### src/rtl/dtw_stream_ctrl.sv
// DTW sequencing controller: loads a reference from a FWFT source FIFO, streams
// queries into the DTW datapath and writes 3-word result packets to a sink FIFO.
module dtw_stream_ctrl #(
    parameter int WIDTH        = 16,
    parameter int PTR_W        = 20,
    parameter int QLEN_W       = 10,
    parameter int DRAIN_MARGIN = 16
) (
    input  logic              clk,
    input  logic              rst,
    input  logic              start,
    input  logic              abort,
    input  logic              keep_ref,
    input  logic [PTR_W-1:0]  ref_len,
    input  logic [QLEN_W-1:0] qry_len,
    input  logic [15:0]       num_queries,
    input  logic [WIDTH-1:0]  threshold,
    output logic              busy,
    output logic              ref_valid,
    output logic              src_rden,
    input  logic              src_empty,
    input  logic [31:0]       src_data,
    output logic              ref_wen,
    output logic [PTR_W-1:0]  ref_addr,
    output logic [WIDTH-1:0]  ref_din,
    output logic              dp_rst,
    output logic              dp_run,
    output logic [WIDTH-1:0]  dp_sample,
    input  logic              dp_done,
    input  logic [WIDTH-1:0]  dp_minval,
    input  logic [31:0]       dp_position,
    output logic              sink_wren,
    input  logic              sink_full,
    output logic [31:0]       sink_data,
    output logic              sink_last,
    output logic [31:0]       nquery,
    output logic [2:0]        dbg_state
);
    localparam int CW = PTR_W + 1;

    localparam logic [2:0] S_IDLE  = 3'd0;
    localparam logic [2:0] S_REF   = 3'd1;
    localparam logic [2:0] S_HDR   = 3'd2;
    localparam logic [2:0] S_LOAD  = 3'd3;
    localparam logic [2:0] S_DRAIN = 3'd4;
    localparam logic [2:0] S_RES   = 3'd5;

    logic [2:0]        state_q, state_d;
    logic [PTR_W-1:0]  ref_len_q, ref_len_d;
    logic [QLEN_W-1:0] qry_len_q, qry_len_d;
    logic [15:0]       num_q, num_d;
    logic [15:0]       batch_q, batch_d;
    logic [WIDTH-1:0]  thr_q, thr_d;
    logic              ref_valid_q, ref_valid_d;
    logic [CW-1:0]     cnt_q, cnt_d;
    logic [31:0]       qid_q, qid_d;
    logic [WIDTH-1:0]  minval_q, minval_d;
    logic [31:0]       pos_q, pos_d;
    logic              timeout_q, timeout_d;
    logic [1:0]        widx_q, widx_d;
    logic [31:0]       nquery_q, nquery_d;
    logic              ref_wen_q, ref_wen_d;
    logic [PTR_W-1:0]  ref_addr_q, ref_addr_d;
    logic [WIDTH-1:0]  ref_din_q, ref_din_d;
    logic              dp_rst_q, dp_rst_d;
    logic              dp_run_q, dp_run_d;
    logic [WIDTH-1:0]  dp_sample_q, dp_sample_d;
    logic              sink_wren_q, sink_wren_d;
    logic [31:0]       sink_data_q, sink_data_d;
    logic              sink_last_q, sink_last_d;

    logic [PTR_W-1:0]  addr_inc;
    logic              last_query;
    logic              match;
    logic [31:0]       word2;

    assign src_rden   = !src_empty && !abort &&
                        (state_q == S_REF || state_q == S_HDR || state_q == S_LOAD);
    assign addr_inc   = (ref_addr_q == '1) ? ref_addr_q : ref_addr_q + 1'b1;
    assign last_query = (num_q != 16'd0) && (batch_q + 16'd1 == num_q);
    assign match      = !timeout_q && (minval_q <= thr_q);
    assign word2      = {match, timeout_q, {(30-WIDTH){1'b0}}, minval_q};

    always_comb begin
        state_d     = state_q;
        ref_len_d   = ref_len_q;
        qry_len_d   = qry_len_q;
        num_d       = num_q;
        batch_d     = batch_q;
        thr_d       = thr_q;
        ref_valid_d = ref_valid_q;
        cnt_d       = cnt_q;
        qid_d       = qid_q;
        minval_d    = minval_q;
        pos_d       = pos_q;
        timeout_d   = timeout_q;
        widx_d      = widx_q;
        nquery_d    = nquery_q;
        ref_wen_d   = 1'b0;
        ref_addr_d  = ref_addr_q;
        ref_din_d   = ref_din_q;
        dp_rst_d    = 1'b0;
        dp_run_d    = 1'b0;
        dp_sample_d = dp_sample_q;
        sink_wren_d = 1'b0;
        sink_data_d = sink_data_q;
        sink_last_d = 1'b0;
        if (abort) begin
            // Everything in flight, including a partly written packet, is dropped.
            state_d  = S_IDLE;
            dp_rst_d = 1'b1;
        end else begin
            case (state_q)
                S_IDLE: begin
                    dp_rst_d = 1'b1;
                    if (start) begin
                        ref_len_d = ref_len;
                        qry_len_d = (qry_len == '0) ? QLEN_W'(1) : qry_len;
                        num_d     = num_queries;
                        thr_d     = threshold;
                        batch_d   = 16'd0;
                        cnt_d     = '0;
                        if (keep_ref && ref_valid_q) begin
                            state_d = S_HDR;
                        end else if (ref_len != '0) begin
                            ref_valid_d = 1'b0;
                            state_d     = S_REF;
                        end
                    end
                end
                S_REF: if (src_rden) begin
                    ref_wen_d  = 1'b1;
                    ref_addr_d = cnt_q[PTR_W-1:0];
                    ref_din_d  = src_data[WIDTH-1:0];
                    cnt_d      = cnt_q + 1'b1;
                    if (cnt_q == CW'(ref_len_q) - CW'(1)) begin
                        ref_valid_d = 1'b1;
                        state_d     = S_HDR;
                    end
                end
                S_HDR: if (src_rden) begin
                    qid_d      = src_data;
                    dp_rst_d   = 1'b1;
                    ref_addr_d = '0;
                    cnt_d      = '0;
                    state_d    = S_LOAD;
                end
                S_LOAD: begin
                    if (dp_run_q) ref_addr_d = addr_inc;
                    if (src_rden) begin
                        dp_run_d    = 1'b1;
                        dp_sample_d = src_data[WIDTH-1:0];
                        cnt_d       = cnt_q + 1'b1;
                        if (cnt_q == CW'(qry_len_q) - CW'(1)) begin
                            cnt_d   = '0;
                            state_d = S_DRAIN;
                        end
                    end
                end
                S_DRAIN: begin
                    if (dp_run_q) ref_addr_d = addr_inc;
                    // cnt_q counts drain beats already issued after the last sample.
                    if (dp_done) begin
                        minval_d  = dp_minval;
                        pos_d     = dp_position;
                        timeout_d = 1'b0;
                        widx_d    = 2'd0;
                        state_d   = S_RES;
                    end else if (cnt_q == CW'(ref_len_q) + CW'(DRAIN_MARGIN)) begin
                        minval_d  = '1;
                        pos_d     = '1;
                        timeout_d = 1'b1;
                        widx_d    = 2'd0;
                        state_d   = S_RES;
                    end else begin
                        dp_run_d = 1'b1;
                        cnt_d    = cnt_q + 1'b1;
                    end
                end
                S_RES: if (!sink_full) begin
                    sink_wren_d = 1'b1;
                    case (widx_q)
                        2'd0:    sink_data_d = qid_q;
                        2'd1:    sink_data_d = pos_q;
                        default: sink_data_d = word2;
                    endcase
                    if (widx_q == 2'd2) begin
                        sink_last_d = last_query;
                        nquery_d    = nquery_q + 32'd1;
                        batch_d     = batch_q + 16'd1;
                        widx_d      = 2'd0;
                        if (num_q == 16'd0 || !last_query) begin
                            state_d = S_HDR;
                        end else begin
                            state_d  = S_IDLE;
                            dp_rst_d = 1'b1;
                        end
                    end else begin
                        widx_d = widx_q + 2'd1;
                    end
                end
                default: state_d = S_IDLE;
            endcase
        end
    end

    always_ff @(posedge clk) begin
        if (rst) begin
            state_q     <= S_IDLE;
            ref_len_q   <= '0;
            qry_len_q   <= '0;
            num_q       <= '0;
            batch_q     <= '0;
            thr_q       <= '0;
            ref_valid_q <= 1'b0;
            cnt_q       <= '0;
            qid_q       <= '0;
            minval_q    <= '0;
            pos_q       <= '0;
            timeout_q   <= 1'b0;
            widx_q      <= '0;
            nquery_q    <= '0;
            ref_wen_q   <= 1'b0;
            ref_addr_q  <= '0;
            ref_din_q   <= '0;
            dp_rst_q    <= 1'b1;
            dp_run_q    <= 1'b0;
            dp_sample_q <= '0;
            sink_wren_q <= 1'b0;
            sink_data_q <= '0;
            sink_last_q <= 1'b0;
        end else begin
            state_q     <= state_d;
            ref_len_q   <= ref_len_d;
            qry_len_q   <= qry_len_d;
            num_q       <= num_d;
            batch_q     <= batch_d;
            thr_q       <= thr_d;
            ref_valid_q <= ref_valid_d;
            cnt_q       <= cnt_d;
            qid_q       <= qid_d;
            minval_q    <= minval_d;
            pos_q       <= pos_d;
            timeout_q   <= timeout_d;
            widx_q      <= widx_d;
            nquery_q    <= nquery_d;
            ref_wen_q   <= ref_wen_d;
            ref_addr_q  <= ref_addr_d;
            ref_din_q   <= ref_din_d;
            dp_rst_q    <= dp_rst_d;
            dp_run_q    <= dp_run_d;
            dp_sample_q <= dp_sample_d;
            sink_wren_q <= sink_wren_d;
            sink_data_q <= sink_data_d;
            sink_last_q <= sink_last_d;
        end
    end

    assign busy      = (state_q != S_IDLE);
    assign ref_valid = ref_valid_q;
    assign ref_wen   = ref_wen_q;
    assign ref_addr  = ref_addr_q;
    assign ref_din   = ref_din_q;
    assign dp_rst    = dp_rst_q;
    assign dp_run    = dp_run_q;
    assign dp_sample = dp_sample_q;
    assign sink_wren = sink_wren_q;
    assign sink_data = sink_data_q;
    assign sink_last = sink_last_q;
    assign nquery    = nquery_q;
    assign dbg_state = state_q;

endmodule

### config.mk
export PLATFORM = sky130hd
export DESIGN_NAME = dtw_stream_ctrl
export DESIGN_NICKNAME = d
export VERILOG_FILES = /design/src/rtl/dtw_stream_ctrl.sv
export SDC_FILE = /design/constraint.sdc
export NUM_CORES = 1
export LEC_CHECK = 0
export BUFFER_PORTS_ARGS = -buffer_cell sky130_fd_sc_hd__buf_2
export CORE_AREA = 2 2 199 201
export DETAILED_ROUTE_END_ITERATION = 16
export DIE_AREA = 0 0 201 203
export SYNTH_ARGS = -nofsm -noshare
export SYNTH_HDL_FRONTEND = slang
export SYNTH_SLANG_ARGS = --single-unit
### constraint.sdc
create_clock -name clk -period 3.9 [get_ports clk]
set_input_delay 1.17 -clock clk [delete_from_list [all_inputs] [get_ports clk]]
set_output_delay 1.17 -clock clk [all_outputs]
set_load 0.05 [all_outputs]
After elaboration in Yosys (flattened, before gate mapping) --
Index checks and enable logic that the tools add are counted.
Word-level totals: bits in registers 307, bits in latches 0, RAM bits 0, memory bits (read-only) 0, output and inout port bits 127, memories kept 0
Operators by class: $add $sub $neg 8, $mul 0, divide/modulo/power cells 0, magnitude comparators 1, eq/ne operators 28, shift operators 0, muxes and demuxes 59, bitwise operators 5, reductions and logical operators 43
Operators by type and width (count):
- two-way mux 21 bit | 7
- one-hot mux 21 bit (5 select lines) | 1
- two-way mux 16 bit | 5
- two-way mux 20 bit | 4
- two-way mux 32 bit | 2
- one-hot mux 32 bit (2 select lines) | 1
- == test 21 bit | 3
- one-hot mux 20 bit (3 select lines) | 1
- two-way mux 3 bit | 12
- adder 32 x 1 -> 32 bit (second input constant) | 1
- one-hot mux 16 bit (2 select lines) | 1
- != test 2 bit (second input constant) | 11
- adder 20 x 5 -> 21 bit (second input constant) | 1
- adder 21 x 1 -> 21 bit (second input constant) | 1
- subtractor 20 x 1 -> 21 bit (second input constant) | 1
- adder 20 x 1 -> 20 bit (second input constant) | 1
- == test 20 bit (second input constant) | 1
- nonzero test 20 bit | 1
- one-hot mux 3 bit (6 select lines) | 1
- AND reduction 3 bit | 6
- adder 16 x 1 -> 16 bit (second input constant) | 1
- == test 16 bit | 1
- less-or-equal comparator 16 bit | 1
- logical NOT 16 bit | 1
- other kinds (35) | 78

Logic depth before layout (Yosys ltp) --
depth after elaboration 9, gate-level depth with buffers 14

Worst setup path after synthesis --
OpenSTA, ideal clock, no wires.
path kind input to output, start input abort, end output src_rden, data arrival time 2.854 ns, data required time 2.730 ns, setup slack -0.124 ns, stages 2, buffers on the path 1, path through clkbuf_1 > nor4_1
Between the ends: longest elaborated chain between the ends 3
Ends and longest elaborated chain:
- from (decl) | RTL line 12 | input logic abort,
- logical NOT 1 bit | RTL line 77 | assign src_rden = !src_empty && !abort &&
- logical AND 1 bit (2 in a row) | RTL line 77
- to (decl) | RTL line 20 | output logic src_rden,
No other way between the ends.

Worst setup path in the final report --
start register ref_len_q[4], end register cnt_q[12]
Between the ends: longest elaborated chain between the ends 4
Ends and longest elaborated chain:
- from (decl) | RTL line 49 | logic [PTR_W-1:0] ref_len_q, ref_len_d;
- from (signal assigned) | RTL line 234 | ref_len_q <= ref_len_d;
- adder 20 x 5 -> 21 bit | RTL line 169 | end else if (cnt_q == CW'(ref_len_q) + CW'(DRAIN_MARGIN)) begin
- == test 21 bit | RTL line 169
- != test 2 bit (no source line)
- AND reduction 8 bit (no source line)
- to (signal assigned) | RTL line 240 | cnt_q <= cnt_d;
- to (decl) | RTL line 55 | logic [CW-1:0] cnt_q, cnt_d;
No other way between the ends. A chain may end at the register's enable or synchronous reset.

==> results <==
- The standard cell core area is 38500 sq um.
- The cell sitting at the root of the clock tree is a sky130_fd_sc_hd__clkbuf_16.
- Counting flops and latches in the post-synthesis netlist gives between 300 and 400.
- The met3 track demand over resource is 5.23%.
- Of the total power, registers draw 43.4%.
- The portion of the post-synthesis area used by sequential elements is 40.3%.
- Synthesis produced a netlist with a net count of 2100.
- The total count of max-transition violations in the final report came to 0.
- Gates resized during post-CTS repair numbered 0.
- After detailed routing, the average wire length per cell comes to 18.2 um.
- The worst setup path is launched from a register.
- The count of placed standard cells including taps is 2626.
- For this design the ratio of total power to cell area is 404 nW/um^2.
- The switching share of total power is between 20 and 25%.
- Total power for the finished layout comes to roughly 7.4 mW.
- The slew at the pin with the worst max-slew slack is 0.908 ns.
- The count of final setup violators is 0.
- In this run the remaining antenna-violating nets after routing total 0.
- The minimum setup slack after placement is 0.124 ns.
- The post-route clock period utilization is 92.9%.
- Yosys mapped a number of flops with a built-in enable equal to 0.
- The I/O pin count is 277.
- The kind of capture point of the worst setup path is a register.
- The number of hold buffers added after cts is 0.
- The critical path is of the reg -> reg type.
- The mean instance size in the synthesized netlist is slightly below 8 sq um.
- The routed design has 49000 um of wire.
- Along the worst path, the maximum fanout reaches 15.
- At the end of routability-driven placement, the weighted congestion stood at 0.907.
- After clock tree synthesis, the clock-pin slew on the worst setup and hold paths is around 0.06 ns.
- The overall overflow remaining after global route is 0.
- The standard cell with the maximum stage delay on the critical path is sky130_fd_sc_hd__or4_1.
- The min-delay analysis places its worst path in the category reg -> reg.
- Of the post-synthesis cell area, the dominant cell type holds 40.3%.
- The growth of design area from synthesis to finish is 20.9%.
- The number of buffers added on ports is between 200 and 300.
- The number of buffers and inverters on the critical path is 1.
- The run finished with clean final reports.
- sky130_fd_sc_hd__nand2_1 is the most common cell in the netlist.
- The first TritonRoute pass finished after 7 iterations.
- The later pin in the worst-skew pair is clocked with a latency of 0.55 ns.
- The Yosys step of the flow raised 0 warnings.
- For this design the static power due to leakage is slightly above 7 nW.
- The post-route minimum period is between 3 and 4 ns.
- The die width is approximately 200 um.
- The fraction of registers with async set or reset after synthesis is 0%.
- Measured against its own limit, the worst slew margin works out to 37.9%.
- The net count of the finished layout is approximately 2300.
- Entering global routing, the biggest net connects 160 pins.
- The vias after detailed routing is roughly 15000.
- At the end of the flow the core is filled with cells to 47.9%.
- The number of maximum-capacitance violations is 0.
- Data arrives at the worst endpoint at 4.02 ns.
- The post-CTS setup repair buffer count is 0.
- The data required time of the critical path is 4.30 ns.
- Counting the buffers created by CTS gives 37.
- After synthesis, the cell types taking the most area are sky130_fd_sc_hd__dfxtp_1 (40%), sky130_fd_sc_hd__nand2_1 (8.0%), sky130_fd_sc_hd__a21oi_1 (7.4%).
- Setup repair after global routing left no endpoint under its margin.
- The number of global-route vias before repair is roughly 14000.
- In this run the power spent charging and discharging nets is 1.81 mW.
- In the synthesized netlist the dominant register cell turns out to be sky130_fd_sc_hd__dfxtp_1.
- The initial antenna violation count is 9.
- The clock tree skew after final layout is 0.0164 ns.
- The top cell family by delay on the critical path is simple AND/OR/NAND/NOR gates.
- The vertical die dimension is 203 um.
- The total global-route track usage is 23.3%.
- The share of total power in combinational logic is 8.2%.
- The wire-length estimate of the detail-placed layout is 34900 um.
- met2 is the most crowded layer.
- The synthesized instance count is about 1900.
- The initial utilization of the core area, before any placement, comes to 39.6%.
- For this run, the top clock speed supported by timing is 0.276 GHz.
- The share of total power dissipated in the clock network is between 40% and 50%.
- The routing usage on met2 is roughly 40%.
- The commonest cells after synthesis are sky130_fd_sc_hd__nand2_1 (325), sky130_fd_sc_hd__dfxtp_1 (307), sky130_fd_sc_hd__a21oi_1 (225).
- The detailed router finished its first iteration with 874 violations.
- The accumulated negative setup slack is 0 ns.
- The first global-routing pass estimated 76600 um of wire.
- After detailed routing, the number of remaining DRC violations is 0.
- The most area-hungry cell type in the Yosys netlist is sky130_fd_sc_hd__dfxtp_1.
- The least setup slack across all paths after layout is 0.276 ns.
- The finished layout holds 2694 standard cells, fillers aside.
- The final number of hold-violating endpoints was 0.
- The internal cell power is ~5.6 mW.
- In this run the deepest clock path goes through 3 buffers.
- In this run the core area contains 72 standard-cell rows.
- The area enclosed by the die boundary is 40800 sq um.
- The sink count of the clock tree is approximately 310.
- VDD sags by at most between 0.0002 and 0.0003 V.
- The synthesized netlist occupies a cell area of 15200 sq um.
- Walking the worst path, the cells encountered are inv_1, ha_1, xnor2_1, nand4_1, nor4b_1, nand3_1, or4_1, or4_1, nand4_1, xor2_1, nor2_1.
- For this run, global-route usage on met1 was measured as between 20% and 30%.
- The vias per cell is roughly 5.5.
- On the worst path, the slowest cell contributes a delay of ~0.76 ns.
- TritonCTS built the clock tree.
- The H-tree generated during clock tree synthesis spans 2 levels.
- The count of different cell masters after synthesis is 76.
- The share of final-layout standard cells stronger than drive strength 1 is 21.6%.
flip-flops by register name, summed over array words and instances (netlist names), 10 cells and up:
| signal | flops |
|---|---|
| pos_q | 32 |
| qid_q | 32 |
| nquery | 32 |
| thr_q | 16 |
| num_q | 16 |
| dp_sample | 16 |
| sink_data | 32 |
| ref_din | 16 |
| batch_q | 16 |
| cnt_q | 21 |
| ref_len_q | 20 |
| qry_len_q | 10 |
| minval_q | 16 |
| ref_addr | 20 |
kinds of logic (layout without fill, tap and decap cells):
group	count (synthesis)	in the layout	synth area share, %
AND/OR/NAND/NOR	821	821	25.0
flip-flops	307	307	40.3
other	0	3	0
XOR/XNOR	113	113	6.59
buffers and inverters	182	429	4.75
AO/OA/AOI/OAI	438	438	18.6
adder cells (fa/ha/maj)	24	24	1.97
multiplexers	41	41	2.73
worst register-to-register path, stage by stage (launching register included):
cell,delay [ns]
sky130_fd_sc_hd__dfxtp_1,0.34
sky130_fd_sc_hd__inv_1,0.05
sky130_fd_sc_hd__ha_1,0.31
sky130_fd_sc_hd__xnor2_1,0.14
sky130_fd_sc_hd__nand4_1,0.10
sky130_fd_sc_hd__nor4b_1,0.52
sky130_fd_sc_hd__nand3_1,0.14
sky130_fd_sc_hd__or4_1,0.53
sky130_fd_sc_hd__or4_1,0.76
sky130_fd_sc_hd__nand4_1,0.36
sky130_fd_sc_hd__xor2_1,0.18
sky130_fd_sc_hd__nor2_1,0.05
path summary, 6_finish.rpt:
kind / cells after the start / from / slack [ns] / end
worst max register to register: 11 / ref_len_q[4] / 0.28 / cnt_q[12]
worst min register to register: 2 / qid_q[7] / 0.45 / qid_q[7]
worst max-delay path: 11 / ref_len_q[4] / 0.28 / cnt_q[12]
worst min-delay path: 2 / qid_q[7] / 0.45 / qid_q[7]
layout make-up:
type | count | area (sq um)
fillers | 3854 | 20000
multi-input cells | 1437 | 8390
flip-flops and latches | 307 | 6150
repair buffers | 328 | 1820
clock buffers | 53 | 1100
well taps | 518 | 648
clock inverters | 12 | 174
inverters | 36 | 135
diodes | 3 | 7.51
per-stage QoR:
step / cell area (sq um) / hold slack [ns]
global route: 18400 / 0.472
global placement: 17100 / 0.439
finish: 18400 / 0.452
floorplan: 15200 / 0.432
CTS: 18400 / 0.454
detailed placement: 17100 / 0.446
cell usage in the layout (no fill, tap or decap), drive strengths merged, types with 9 or more instances in the layout:
master	n
nand3	62
xnor2	43
clkbuf	53
o31ai	9
or3	20
nand2	325
o21ai	53
or4	12
a21oi	225
nand2b	12
nor2	194
nand4	27
a211oi	21
a22oi	17
mux2i	37
ha	24
xor2	69
buf	328
dfxtp	307
and3	31
inv	35
nor4	32
nor3	49
o221a	49
a31oi	9
nor2b	10
power by group through the flow:
stage          sequential [mW]  combinational, mW  clock (mW)
6_report                  3.23              0.614        3.60
5_1_grt                   3.24              0.676        3.81
4_1_cts                   3.23              0.612        3.68
3_5_place_dp              3.30              0.609           0
3_3_place_gp              3.30              0.604           0
2_1_floorplan             3.29              0.395           0
routing by layer:
layer / part of all wire [%] / vias to the layer above
li1: - / 7212
met1: 42 / 6938
met2: 48 / 437
met3: 6.5 / 88
met4: 3.3 / 10
met5: 0.13 / -
Note: power is estimated with default switching activity, not from simulation.
